--- config.mk ---
export PLATFORM = sky130hd
export DESIGN_NAME = timer_arbiter_flat
export DESIGN_NICKNAME = d
export VERILOG_FILES = /design/src/rtl/timer_arbiter_if.sv /design/src/rtl/timer_arbiter.sv /design/src/flat_wrapper.sv
export SDC_FILE = /design/constraint.sdc
export NUM_CORES = 1
export LEC_CHECK = 0
export CAP_MARGIN = 20
export CELL_PAD_IN_SITES_DETAIL_PLACEMENT = 1
export CELL_PAD_IN_SITES_GLOBAL_PLACEMENT = 2
export CORE_ASPECT_RATIO = 1.5
export CORE_MARGIN = 8
export CORE_UTILIZATION = 30
export CTS_BUF_LIST = sky130_fd_sc_hd__clkbuf_4
export DETAILED_ROUTE_END_ITERATION = 8
export DONT_BUFFER_PORTS = 1
export GPL_ROUTABILITY_DRIVEN = 0
export PLACE_DENSITY_LB_ADDON = 0.15
export SLEW_MARGIN = 20
export SYNTH_ARGS = -nofsm -noshare
export SYNTH_HDL_FRONTEND = slang
export SYNTH_SLANG_ARGS = --single-unit
--- constraint.sdc ---
create_clock -name clk -period 7.7 [get_ports clk]
set_clock_uncertainty 0.1 [all_clocks]
set_input_delay 1.155 -clock clk [delete_from_list [all_inputs] [get_ports clk]]
set_output_delay 1.155 -clock clk [all_outputs]
set_load 0.01 [all_outputs]
--- src/rtl/timer_arbiter_if.sv ---
// Requester-side bundle for the shared delay timer: level requests and durations in,
// one-hot grant/done and timer status out.
interface timer_arbiter_if #(
  parameter int unsigned N_REQ = 4,
  parameter int unsigned DUR_W = 8
);
  logic [N_REQ-1:0]       req;
  logic [N_REQ*DUR_W-1:0] dur;
  logic [N_REQ-1:0]       grant;
  logic [N_REQ-1:0]       done;
  logic                   busy;
  logic [DUR_W-1:0]       remaining;
  logic                   tick_out;

  modport master (
    output req, dur,
    input  grant, done, busy, remaining, tick_out
  );

  modport slave (
    input  req, dur,
    output grant, done, busy, remaining, tick_out
  );
endinterface

--- src/rtl/timer_arbiter.sv ---
// Round-robin owner of one prescaled countdown timer; pulses the owner's done on expiry
// and re-arbitrates. All outputs come straight from flops.
module timer_arbiter #(
  parameter int unsigned N_REQ    = 4,
  parameter int unsigned TICK_DIV = 40,
  parameter int unsigned DUR_W    = 8
) (
  input  logic           clk,
  input  logic           rst,
  timer_arbiter_if.slave bus
);
  localparam int unsigned IDX_W = $clog2(N_REQ);
  localparam int unsigned PRE_W = $clog2(TICK_DIV);
  localparam logic [PRE_W-1:0] PRE_MAX = PRE_W'(TICK_DIV - 1);

  typedef enum logic [1:0] {S_IDLE, S_RUN, S_DONE} state_e;

  state_e           state_q, state_d;
  logic [IDX_W-1:0] owner_q, owner_d;
  logic [IDX_W-1:0] last_q, last_d;
  logic [PRE_W-1:0] pre_q, pre_d;
  logic [DUR_W-1:0] rem_q, rem_d;
  logic [N_REQ-1:0] grant_q, grant_d;
  logic [N_REQ-1:0] done_q, done_d;
  logic             busy_q, busy_d;
  logic             tick_q, tick_d;

  logic             hi_vld, lo_vld, pick_vld;
  logic [IDX_W-1:0] hi_idx, lo_idx, pick_idx;
  logic [DUR_W-1:0] pick_dur;
  logic             last_tick;

  // Round-robin pick: lowest requester above last_q wins, else lowest at or below it.
  always_comb begin
    hi_vld = 1'b0;
    hi_idx = '0;
    lo_vld = 1'b0;
    lo_idx = '0;
    for (int j = N_REQ - 1; j >= 0; j--) begin
      if (bus.req[j]) begin
        if (IDX_W'(j) > last_q) begin
          hi_vld = 1'b1;
          hi_idx = IDX_W'(j);
        end else begin
          lo_vld = 1'b1;
          lo_idx = IDX_W'(j);
        end
      end
    end
    pick_vld = hi_vld | lo_vld;
    pick_idx = hi_vld ? hi_idx : lo_idx;
    pick_dur = '0;
    for (int j = 0; j < N_REQ; j++) begin
      if (IDX_W'(j) == pick_idx) pick_dur = bus.dur[j*DUR_W +: DUR_W];
    end
  end

  always_comb begin
    state_d   = state_q;
    owner_d   = owner_q;
    last_d    = last_q;
    pre_d     = pre_q;
    rem_d     = rem_q;
    grant_d   = '0;
    done_d    = '0;
    busy_d    = 1'b0;
    tick_d    = 1'b0;
    last_tick = (pre_q == PRE_MAX) && (rem_q == DUR_W'(1));

    unique case (state_q)
      S_IDLE: begin
        pre_d = '0;
        if (pick_vld) begin
          owner_d = pick_idx;
          rem_d   = pick_dur;
          if (pick_dur != '0) begin
            state_d = S_RUN;
            grant_d = N_REQ'(1) << pick_idx;
            busy_d  = 1'b1;
          end else begin
            state_d = S_DONE;
            done_d  = N_REQ'(1) << pick_idx;
          end
        end
      end

      S_RUN: begin
        if (pre_q == PRE_MAX) begin
          pre_d = '0;
          rem_d = rem_q - DUR_W'(1);
        end else begin
          pre_d = pre_q + PRE_W'(1);
        end
        // Expiry outranks a cancel landing on the same edge.
        if (last_tick) begin
          state_d = S_DONE;
          done_d  = N_REQ'(1) << owner_q;
        end else if (!bus.req[owner_q]) begin
          state_d = S_IDLE;
          last_d  = owner_q;
          rem_d   = '0;
          pre_d   = '0;
        end else begin
          grant_d = N_REQ'(1) << owner_q;
          busy_d  = 1'b1;
          tick_d  = (pre_d == PRE_MAX);
        end
      end

      S_DONE: begin
        state_d = S_IDLE;
        last_d  = owner_q;
        rem_d   = '0;
        pre_d   = '0;
      end

      default: state_d = S_IDLE;
    endcase
  end

  always_ff @(posedge clk or posedge rst) begin
    if (rst) begin
      state_q <= S_IDLE;
      owner_q <= '0;
      last_q  <= IDX_W'(N_REQ - 1);
      pre_q   <= '0;
      rem_q   <= '0;
      grant_q <= '0;
      done_q  <= '0;
      busy_q  <= 1'b0;
      tick_q  <= 1'b0;
    end else begin
      state_q <= state_d;
      owner_q <= owner_d;
      last_q  <= last_d;
      pre_q   <= pre_d;
      rem_q   <= rem_d;
      grant_q <= grant_d;
      done_q  <= done_d;
      busy_q  <= busy_d;
      tick_q  <= tick_d;
    end
  end

  assign bus.grant     = grant_q;
  assign bus.done      = done_q;
  assign bus.busy      = busy_q;
  assign bus.remaining = rem_q;
  assign bus.tick_out  = tick_q;
endmodule
--- src/flat_wrapper.sv ---
// flat-port wrapper written by rule: the top's interface ports become plain ports
module timer_arbiter_flat 
#(
  parameter int unsigned N_REQ    = 4,
  parameter int unsigned TICK_DIV = 40,
  parameter int unsigned DUR_W    = 8
)
  (clk, rst, bus_req, bus_dur, bus_grant, bus_done, bus_busy, bus_remaining, bus_tick_out);
  timer_arbiter_if #(.N_REQ(N_REQ), .DUR_W(DUR_W)) bus_i ();
  input  logic clk;
  input  logic rst;
  input wire logic [$bits(bus_i.req)-1:0] bus_req;
  input wire logic [$bits(bus_i.dur)-1:0] bus_dur;
  output wire logic [$bits(bus_i.grant)-1:0] bus_grant;
  output wire logic [$bits(bus_i.done)-1:0] bus_done;
  output wire logic [$bits(bus_i.busy)-1:0] bus_busy;
  output wire logic [$bits(bus_i.remaining)-1:0] bus_remaining;
  output wire logic [$bits(bus_i.tick_out)-1:0] bus_tick_out;
  assign bus_i.req = bus_req;
  assign bus_i.dur = bus_dur;
  assign bus_grant = bus_i.grant;
  assign bus_done = bus_i.done;
  assign bus_busy = bus_i.busy;
  assign bus_remaining = bus_i.remaining;
  assign bus_tick_out = bus_i.tick_out;
  timer_arbiter #(.N_REQ(N_REQ), .TICK_DIV(TICK_DIV), .DUR_W(DUR_W)) u_core (.clk(clk), .rst(rst), .bus(bus_i));
endmodule
==> results of run 1 <==
==> sequential cells by signal (all words and copies together) (netlist names) <==
register / cells
u_core.bus.done: 4
u_core.pre_q: 6
u_core.bus.grant: 4
u_core.state_q: 2
u_core.last_q: 2
u_core.bus.tick_out: 1
u_core.owner_q: 2
u_core.bus.remaining: 8
u_core.bus.busy: 1
==> power by group <==
part / leakage, nW / switching (mW) / internal, mW
logic: 0.527 / 0.246 / 0.170
clock network: 0.0528 / 0.0603 / 0.100
registers: 0.390 / 0.0775 / 0.208
==> logic make-up (layout without fill, tap and decap cells) <==
family / count (synthesis) / count (layout) / share of synthesized area (%)
adders and majority gates: 8 / 8 / 4.95
muxes: 25 / 25 / 13.2
and+or+nand+nor: 75 / 75 / 19.7
xor gates and xnor gates: 3 / 3 / 1.30
DFF: 30 / 30 / 37.2
AOI/OAI and AO/OA: 60 / 60 / 19.5
buffers and inverters: 21 / 22 / 4.14
==> cell usage in the layout, fill, tap and decap left out, types with 2 or more instances in the layout <==
master	n
dfrtp_1	28
nand2_1	25
o21ai_1	21
mux2i_1	20
nor2_1	12
inv_1	10
a21oi_1	9
nor3_1	8
ha_1	8
nand2b_1	7
o22ai_1	6
nor4_1	5
nand3_1	5
clkbuf_4	5
mux2_1	4
a22o_1	4
o21ai_0	3
nor3b_1	2
a211oi_4	2
nand3b_1	2
or3_1	2
xor2_1	2
clkinv_1	2
o32ai_1	2
bufinv_16	2
dfstp_2	2
==> metrics by stage <==
step	total power [mW]	std cells
global route	0.935	299
CTS	0.871	298
floorplan	0.593	222
finish	0.862	299
detailed placement	0.706	290
global placement	0.697	290
==> cell type report <==
class,count,area share [%]
tap,76,4.29
clock inverter,3,2.88
inverter,12,2.03
sequential,30,34.0
multi-input combinational,171,54.1
timing repair buffer,2,1.02
clock buffer,5,1.69
==> worst max-delay path: cells and delay by family <==
family,cells,cell delay [ns]
buf+inv,1,0.23
simple gates,2,1.16
compound gates,3,0.89
mux,2,0.31
==> synthesized netlist by cell type (2+ instances only) <==
library cell  instances
xor2_1                2
mux2_1                4
o21ai_1              21
dfrtp_1              28
clkbuf_1              5
inv_1                10
a22o_1                4
nor3_1                8
nor2_1               12
o22ai_1               6
nor4_1                5
o21ai_0               3
nand3b_1              2
ha_1                  8
nand3_1               5
o32ai_1               2
buf_2                 4
a21oi_1               9
or3_1                 2
dfstp_2               2
nand2_1              25
mux2i_1              20
nor3b_1               2
nand2b_1              7
==> per-layer routing <==
layer	wire, um	vias up
met3	222	6
met4	66	0
met5	0	-
met2	3490	26
met1	2280	813
li1	-	815
==> final timing paths <==
check	depth (start not counted)	startpoint	slack, ns	endpoint
min in group asynchronous	1	rst	0.62	u_core.bus.grant[0]
worst max register to register	7	u_core.last_q[0]	4.34	u_core.bus.done[2]
worst max-delay path	8	bus_req[1]	4.09	u_core.bus.done[2]
max in group asynchronous	2	rst	6.26	u_core.bus.remaining[7]
worst min-delay path	2	u_core.pre_q[1]	0.46	u_core.pre_q[1]
worst min register to register	2	u_core.pre_q[1]	0.46	u_core.pre_q[1]
==> impl_metrics.yaml, run 1 <==
status:
  status: "finished, final reports clean"
cells_and_area:
  final_nets: 268
  final_area_um2: 2220
  multi_input_area_um2: 1200
  final_util_pct: 33.9
  n_fill_cell: 761
  ff_latch_area_um2: 753
  syn2layout_area_growth_pct: 9.52
  antenna_cells: 0
  drive_above_1_share_pct: 8.97
critical_path:
  critPathArrivalTime_ns: 3.76
  startpoint_type: "input pin"
  path_cells: "o21a_1 > a211oi_4 > buf_8 > mux2i_1 > mux2i_1 > or4_4 > or4b_4 > o22ai_1"
  max_stage_delay_ns: 0.59
  path_max_fanout: 12
  cp.required_ns: 7.85
  critPathKind: "in -> reg"
  crit_top_cell: "mux2i_1"
  cp-end-kind: "flip-flop"
  slowest_stage: "or4b_4"
floorplanning:
  initial_core_util_pct: 31.0
  fp.dieArea_um2: 9680
  die_x_um: 83.1
  core_area_um2: 6530
  die_h_um: 117
  num_rows: 36
  pin_count: 56
drt:
  via_per_inst: 5.55
  firstDrtPassIters: 3
  drtAntennaViolNets: 0
  first_iter_violations: 31
  drt-total-wl_um: 6070
  num_vias: 1660
  drc_errors: 0
  wl_per_cell_um: 20.3
place:
  pre_cts_ws_ns: 3.32
  placed_area_um2: 2100
  dp_hpwl_um: 4840
  port_buffers: 0
logic_synthesis:
  avgSynthCellArea_um2: 9.11
  async_flop_share_pct: 100
  synthTopCellsByArea: "dfrtp_1 (35%), mux2i_1 (9.9%), o21ai_1 (5.2%), ha_1 (4.9%), nand2_1 (4.6%)"
  synth_top_flop_cell: "dfrtp_1"
  synth_cells: 222
  synth_nets: 268
  synth_edf_count: 0
  ys_seq_area_share_pct: 37.2
  yosysWarnings: 0
  synth_area_um2: 2020
  yosysTopAreaCell: "dfrtp_1"
  synth_top_area_share_pct: 34.6
  ys_ff_latch: 30
  synth_cell_types: 50
clock_tree:
  cts.hold.buffers_added: 0
  cts-buffers-inserted: 5
  cts_sinks: 30
  clockBufferDepth: 2
  clk_pin_slew_ns: 0.10
  cts-resized-gates: 0
  clk_latency_ns: 0.33
  cts_tree: "built"
  cts_htree_levels: 2
  clockRootBuffer: "clkbuf_4"
  post_cts_buffers: 0
grt:
  grt-busiest-layer: "met2"
  overflow: 0
  grt_util_met1_pct: 12.1
  grt_pass1_vias: 1904
  gr-usage-met3_pct: 3.35
  grt_max_degree: 19
  grt_pass1_wl_um: 9870
  antenna_found_initial: 0
  grt_usage_pct: 12.6
  grt_use_met2_pct: 25.2
flow_run:
  cap_violations: 0
sta:
  fmax_mhz: 277
  fin_crit_ns: 3.61
  whs_ns: 0.465
  setup-violations-final: 0
  worst_slack_ns: 4.09
  rsz0062_at_grt: "no"
  relSlewSlack_pct: 35.9
  hold_violations: 0
  maxSlewViolCount: 0
  setup-tns-final_ns: 0
  tightestPinTransition_ns: 0.957
  post-route-period-util_pct: 46.8
hold_path:
  holdCritPathClass: "reg -> reg"
pwr:
  leakage_nw: 0.970
  vdd_drop_max_uv: 123
  power_density_nw_per_um2: 389
Note: power is estimated with default switching activity, not from simulation.
==> run 2: changes to the inputs <==
clock period = 3.2 ns   (was 7.7 ns; I/O delays follow)
==> run 2 against run 1 <==
Non-clock buffer count grew 7. Largest cell class unchanged. Sequential cell count is the same. Register-to-register slack lost 4.2 ns. Worst setup slack lost 4.0 ns. Highest routed layer unchanged.
==> impl_metrics.yaml, run 2 (synthesis gave the netlist of run 1 again) <==
status:
  status: "finished, final reports clean"
cells_and_area:
  antenna_cells: 0
  n_fill_cell: 758
  mostFrequentLayoutCell: "dfrtp_1"
  drive_above_1_share_pct: 11.7
  final_nets: 275
  most-common-layout-cells: "dfrtp_1 (28), nand2_1 (25), o21ai_1 (21), mux2i_1 (20), nor2_1 (12)"
  syn2layout_area_growth_pct: 10.2
  largest_register_ffs: 8
sta:
  relSlewSlack_pct: 41.1
  fmax_mhz: 327
  setup-tns-final_ns: 0
  setup-violations-final: 0
  rsz0062_at_grt: "no"
  post-route-period-util_pct: 95.7
  whs_ns: 0.0825
  maxSlewViolCount: 0
  hold_violations: 0
  fin_crit_ns: 3.06
  tightestPinTransition_ns: 0.875
drt:
  drt-total-wl_um: 6230
  first_iter_violations: 43
  drtAntennaViolNets: 0
  via_per_inst: 5.60
  firstDrtPassIters: 4
  wl_per_cell_um: 20.4
  num_vias: 1715
  drc_errors: 0
critical_path:
  path_delay_family: "simple AND/OR/NAND/NOR gates"
  slowest_stage: "dfstp_2"
  max_stage_delay_ns: 0.61
  path_cells: "nor3b_1 > a211oi_4 > buf_6 > mux2i_1 > mux2i_1 > or4_4 > or4b_4 > o22ai_1"
  cp-end-kind: "flip-flop"
  startpoint_type: "flip-flop"
  path_max_fanout: 6
  cp.required_ns: 3.35
  crit_top_cell: "mux2i_1"
  critPathArrivalTime_ns: 3.21
  path_buf_inv: 1
  critPathKind: "reg -> reg"
clock_tree:
  post_cts_buffers: 0
  clockBufferDepth: 2
  cts_sinks: 30
  cts-buffers-inserted: 5
  clk_pin_slew_ns: 0.10
  cts.hold.buffers_added: 0
  cts-resized-gates: 0
  clockRootBuffer: "clkbuf_4"
  cts_tree: "built"
  cts_htree_levels: 2
  clk_latency_ns: 0.32
pwr:
  power_density_nw_per_um2: 883
  p_comb_share_pct: 53.8
  vdd_drop_max_uv: 344
  p_clk_share_pct: 11.4
  power_mw: 1.97
  leakage_nw: 0.983
  switching_share_pct: 47.7
  power_switching_mw: 0.939
  internal_power_mw: 1.03
  seqPwrFrac_pct: 34.8
grt:
  antenna_found_initial: 0
  grt_max_degree: 22
  grt_pass1_wl_um: 10200
  grt_usage_pct: 13.0
  overflow: 0
  grt_pass1_vias: 1940
floorplanning:
  fp.dieArea_um2: 9680
  pin_count: 56
  num_rows: 36
  die_x_um: 83.1
  initial_core_util_pct: 31.0
  core_area_um2: 6530
  die_h_um: 117
place:
  dp_hpwl_um: 5130
  port_buffers: 0
hold_path:
  holdCritPathClass: "in -> async"
flow_run:
  cap_violations: 0
run 2: worst register-to-register path: stages, from the launching register on:
cell and delay (ns):
dfstp_2 0.61, nor3b_1 0.10, a211oi_4 0.26, buf_6 0.18
mux2i_1 0.19, mux2i_1 0.17, or4_4 0.60, or4b_4 0.59
o22ai_1 0.19
run 2: area by class of cell:
class                   instances  area [um2]  area share [%]
well taps                      76        95.1            4.26
multi-input cells             171        1200            53.8
repair buffers                  9        83.8            3.76
clock buffers                   5        37.5            1.68
flip-flops and latches         30         753            33.8
inverters                      12        45.0            2.02
clock inverters                 3        16.3           0.730
run 2: power by group through the flow:
| stage | clock network [mW] | registers [mW] | logic (mW) |
|---|---|---|---|
| floorplan | 0 | 0.626 | 0.801 |
| global placement | 0 | 0.691 | 1.04 |
| detailed placement | 0 | 0.700 | 1.07 |
| CTS | 0.238 | 0.692 | 1.07 |
| global route | 0.249 | 0.711 | 1.19 |
| finish | 0.223 | 0.686 | 1.06 |
run 2: stage by stage:
stage	std cells	instance area (um2)	setup slack, ns	utilization [%]
2_1_floorplan	222	2020	0.349	-
3_3_place_gp	298	2170	0.120	33.3
3_5_place_dp	298	2170	0.0337	33.3
4_1_cts	306	2230	0.0427	34.1
5_1_grt	306	2230	0.00644	34.1
6_report	306	2230	0.137	34.1
run 2: worst paths after layout:
check / slack (ns) / startpoint / endpoint / cells after the start
worst min register to register: 0.45 / u_core.pre_q[1] / u_core.pre_q[1] / 2
max in group asynchronous: 2.26 / rst / u_core.bus.remaining[2] / 2
worst max-delay path: 0.14 / u_core.last_q[1] / u_core.bus.done[2] / 8
worst min-delay path: 0.08 / rst / u_core.pre_q[4] / 1
worst max register to register: 0.14 / u_core.last_q[1] / u_core.bus.done[2] / 8
min in group clk: 0.42 / bus_req[0] / u_core.state_q[0] / 4
run 2: routing by layer:
metal	vias up	share of wire [%]	GRT usage, %	routed length (um)
met1	846	36	12.5	2260
met2	39	58	26.1	3600
met3	6	4.6	3.21	287
met4	0	1.2	3.88	77
met5	-	0	0	0
li1	824	-	-	-
==> run 3: changes to the inputs <==
CORE_UTILIZATION = 35   (was 30)
CTS_BUF_LIST = sky130_fd_sc_hd__clkbuf_4 sky130_fd_sc_hd__clkbuf_8   (was sky130_fd_sc_hd__clkbuf_4)
SETUP_SLACK_MARGIN = 0.4   (was not set)
==> run 3 against run 2 <==
Worst hold slack got worse by 0.036 ns. Critical path type unchanged. Register-to-register slack improved by 0.25 ns. Combinational power rose by 8%. Critical path depth did not move. Final cell count rose by 1.3%. Sequential share of layout area fell by 1.6 points. Via count rose by 4.7%. First-iteration DRC count rose by 9.3%.
==> impl_metrics.yaml, run 3 (synthesis gave the netlist of run 1 again) <==
clock_tree:
  clk_latency_ns: 0.28
  cts_htree_levels: 2
  clockBufferDepth: 2
  cts_tree: "built"
  clk_pin_slew_ns: 0.07
  cts.hold.buffers_added: 0
  cts_sinks: 30
  cts-buffers-inserted: 5
  clockRootBuffer: "clkbuf_8"
sta:
  tightestPinTransition_ns: 0.748
  maxSlewViolCount: 0
  setup-tns-final_ns: 0
  fmax_mhz: 356
  post-route-period-util_pct: 87.7
  setup-violations-final: 0
  rsz0062_at_grt: "yes"
  hold_violations: 0
  relSlewSlack_pct: 49.7
  fin_crit_ns: 2.81
floorplanning:
  die_x_um: 78.1
  initial_core_util_pct: 35.5
  fp.dieArea_um2: 8520
  pin_count: 56
  num_rows: 34
  core_area_um2: 5700
  die_h_um: 109
cells_and_area:
  final_nets: 283
  drive_above_1_share_pct: 16.8
  mostFrequentLayoutCell: "dfrtp_1"
  final_util_pct: 41.1
  final_area_um2: 2340
  largest_register_ffs: 8
  most-common-layout-cells: "dfrtp_1 (28), nand2_1 (25), o21ai_1 (21), mux2i_1 (18), buf_4 (15)"
  syn2layout_area_growth_pct: 15.7
  antenna_cells: 0
hold_path:
  holdCritPathClass: "in -> async"
critical_path:
  critPathKind: "reg -> reg"
  path_max_fanout: 5
  cp-end-kind: "flip-flop"
  startpoint_type: "flip-flop"
  regToRegStartpoint: "u_core.last_q[0]"
  cp.required_ns: 3.28
  reg2reg_depth: 8
  reg2reg_to: "u_core.bus.done[3]"
  ff2ff_setup_slack_ns: 0.39
  critPathArrivalTime_ns: 2.89
grt:
  grt_max_degree: 17
  overflow: 0
  antenna_found_initial: 0
  grt_pass1_vias: 2008
  grt_usage_pct: 14.3
  grt_pass1_wl_um: 9900
flow_run:
  cap_violations: 0
drt:
  drt-total-wl_um: 6020
  num_vias: 1795
  firstDrtPassIters: 4
  first_iter_violations: 47
  drtAntennaViolNets: 0
  wl_per_cell_um: 19.4
  drc_errors: 0
  via_per_inst: 5.79
place:
  port_buffers: 0
  placed_area_um2: 2150
  dp_hpwl_um: 4840
status:
  status: "finished, final reports clean"
pwr:
  power_mw: 2.14
  vdd_drop_max_uv: 357
  power_density_nw_per_um2: 914
  leakage_nw: 1.05
==> run 3: cell types whose count changed in the layout (fill, tap and decap cells not counted), sizes merged <==
cell      change
clkbuf        +2
clkinvlp      -1
clkinv        -1
buf           +8
==> run 3: area by class of cell <==
cell class                      count  area, um2
Multi-Input combinational cell    171       1220
Clock buffer                        7       90.1
Clock inverter                      1       5.00
Sequential cell                    30        753
Inverter                           12       45.0
Fill cell                         686       3360
Tap cell                           72       90.1
Timing Repair Buffer               17        135
==> run 3: critical path, stage by stage, from the launching register on <==
cell and delay, ns:
dfstp_2 0.56, nor3b_2 0.07, a211oi_4 0.22, buf_6 0.17, mux2i_1 0.19, mux2i_1 0.12
or4_4 0.57, or4b_4 0.54, o22ai_1 0.17
==> run 3: where the power goes <==
| part | internal [mW] | switching, mW | total, mW |
|---|---|---|---|
| Clock | 0.182 | 0.145 | 0.326 |
| Combinational | 0.505 | 0.638 | 1.14 |
| Sequential | 0.503 | 0.168 | 0.671 |
==> run 3: routing by layer <==
layer	track usage, %	vias up	part of all wire (%)
met5	0	-	0
met3	4.04	9	5.7
li1	-	845	-
met1	14.4	890	39
met2	26.9	51	53
met4	5.85	0	1.9
==> run 3: metrics by stage <==
stage | worst slack, ns | hold WS [ns] | instances
floorplan | 0.445 | 0.384 | 222
detailed placement | 0.187 | 0.379 | 293
global placement | 0.268 | 0.364 | 293
finish | 0.392 | 0.0464 | 310
global route | 0.317 | 0.0997 | 310
CTS | 0.400 | 0.0722 | 308
==> run 3: how the worst max path moves through the flow <==
stage,from,end
after detailed placement,u_core.last_q[0],u_core.bus.done[1]
after CTS,u_core.last_q[0],u_core.bus.done[2]
after floorplan,bus_req[1],u_core.bus.done[1]
after global placement,bus_req[1],u_core.bus.done[2]
final,u_core.last_q[0],u_core.bus.done[3]
after global routing,u_core.last_q[0],u_core.bus.done[2]
==> run 3: repair_timing <==
action,in CTS,in global routing
pin swaps,3,0
gates resized for setup,7,1
buffers inserted,6,2
cloned,1,0
endpoints found under the setup margin,11,11
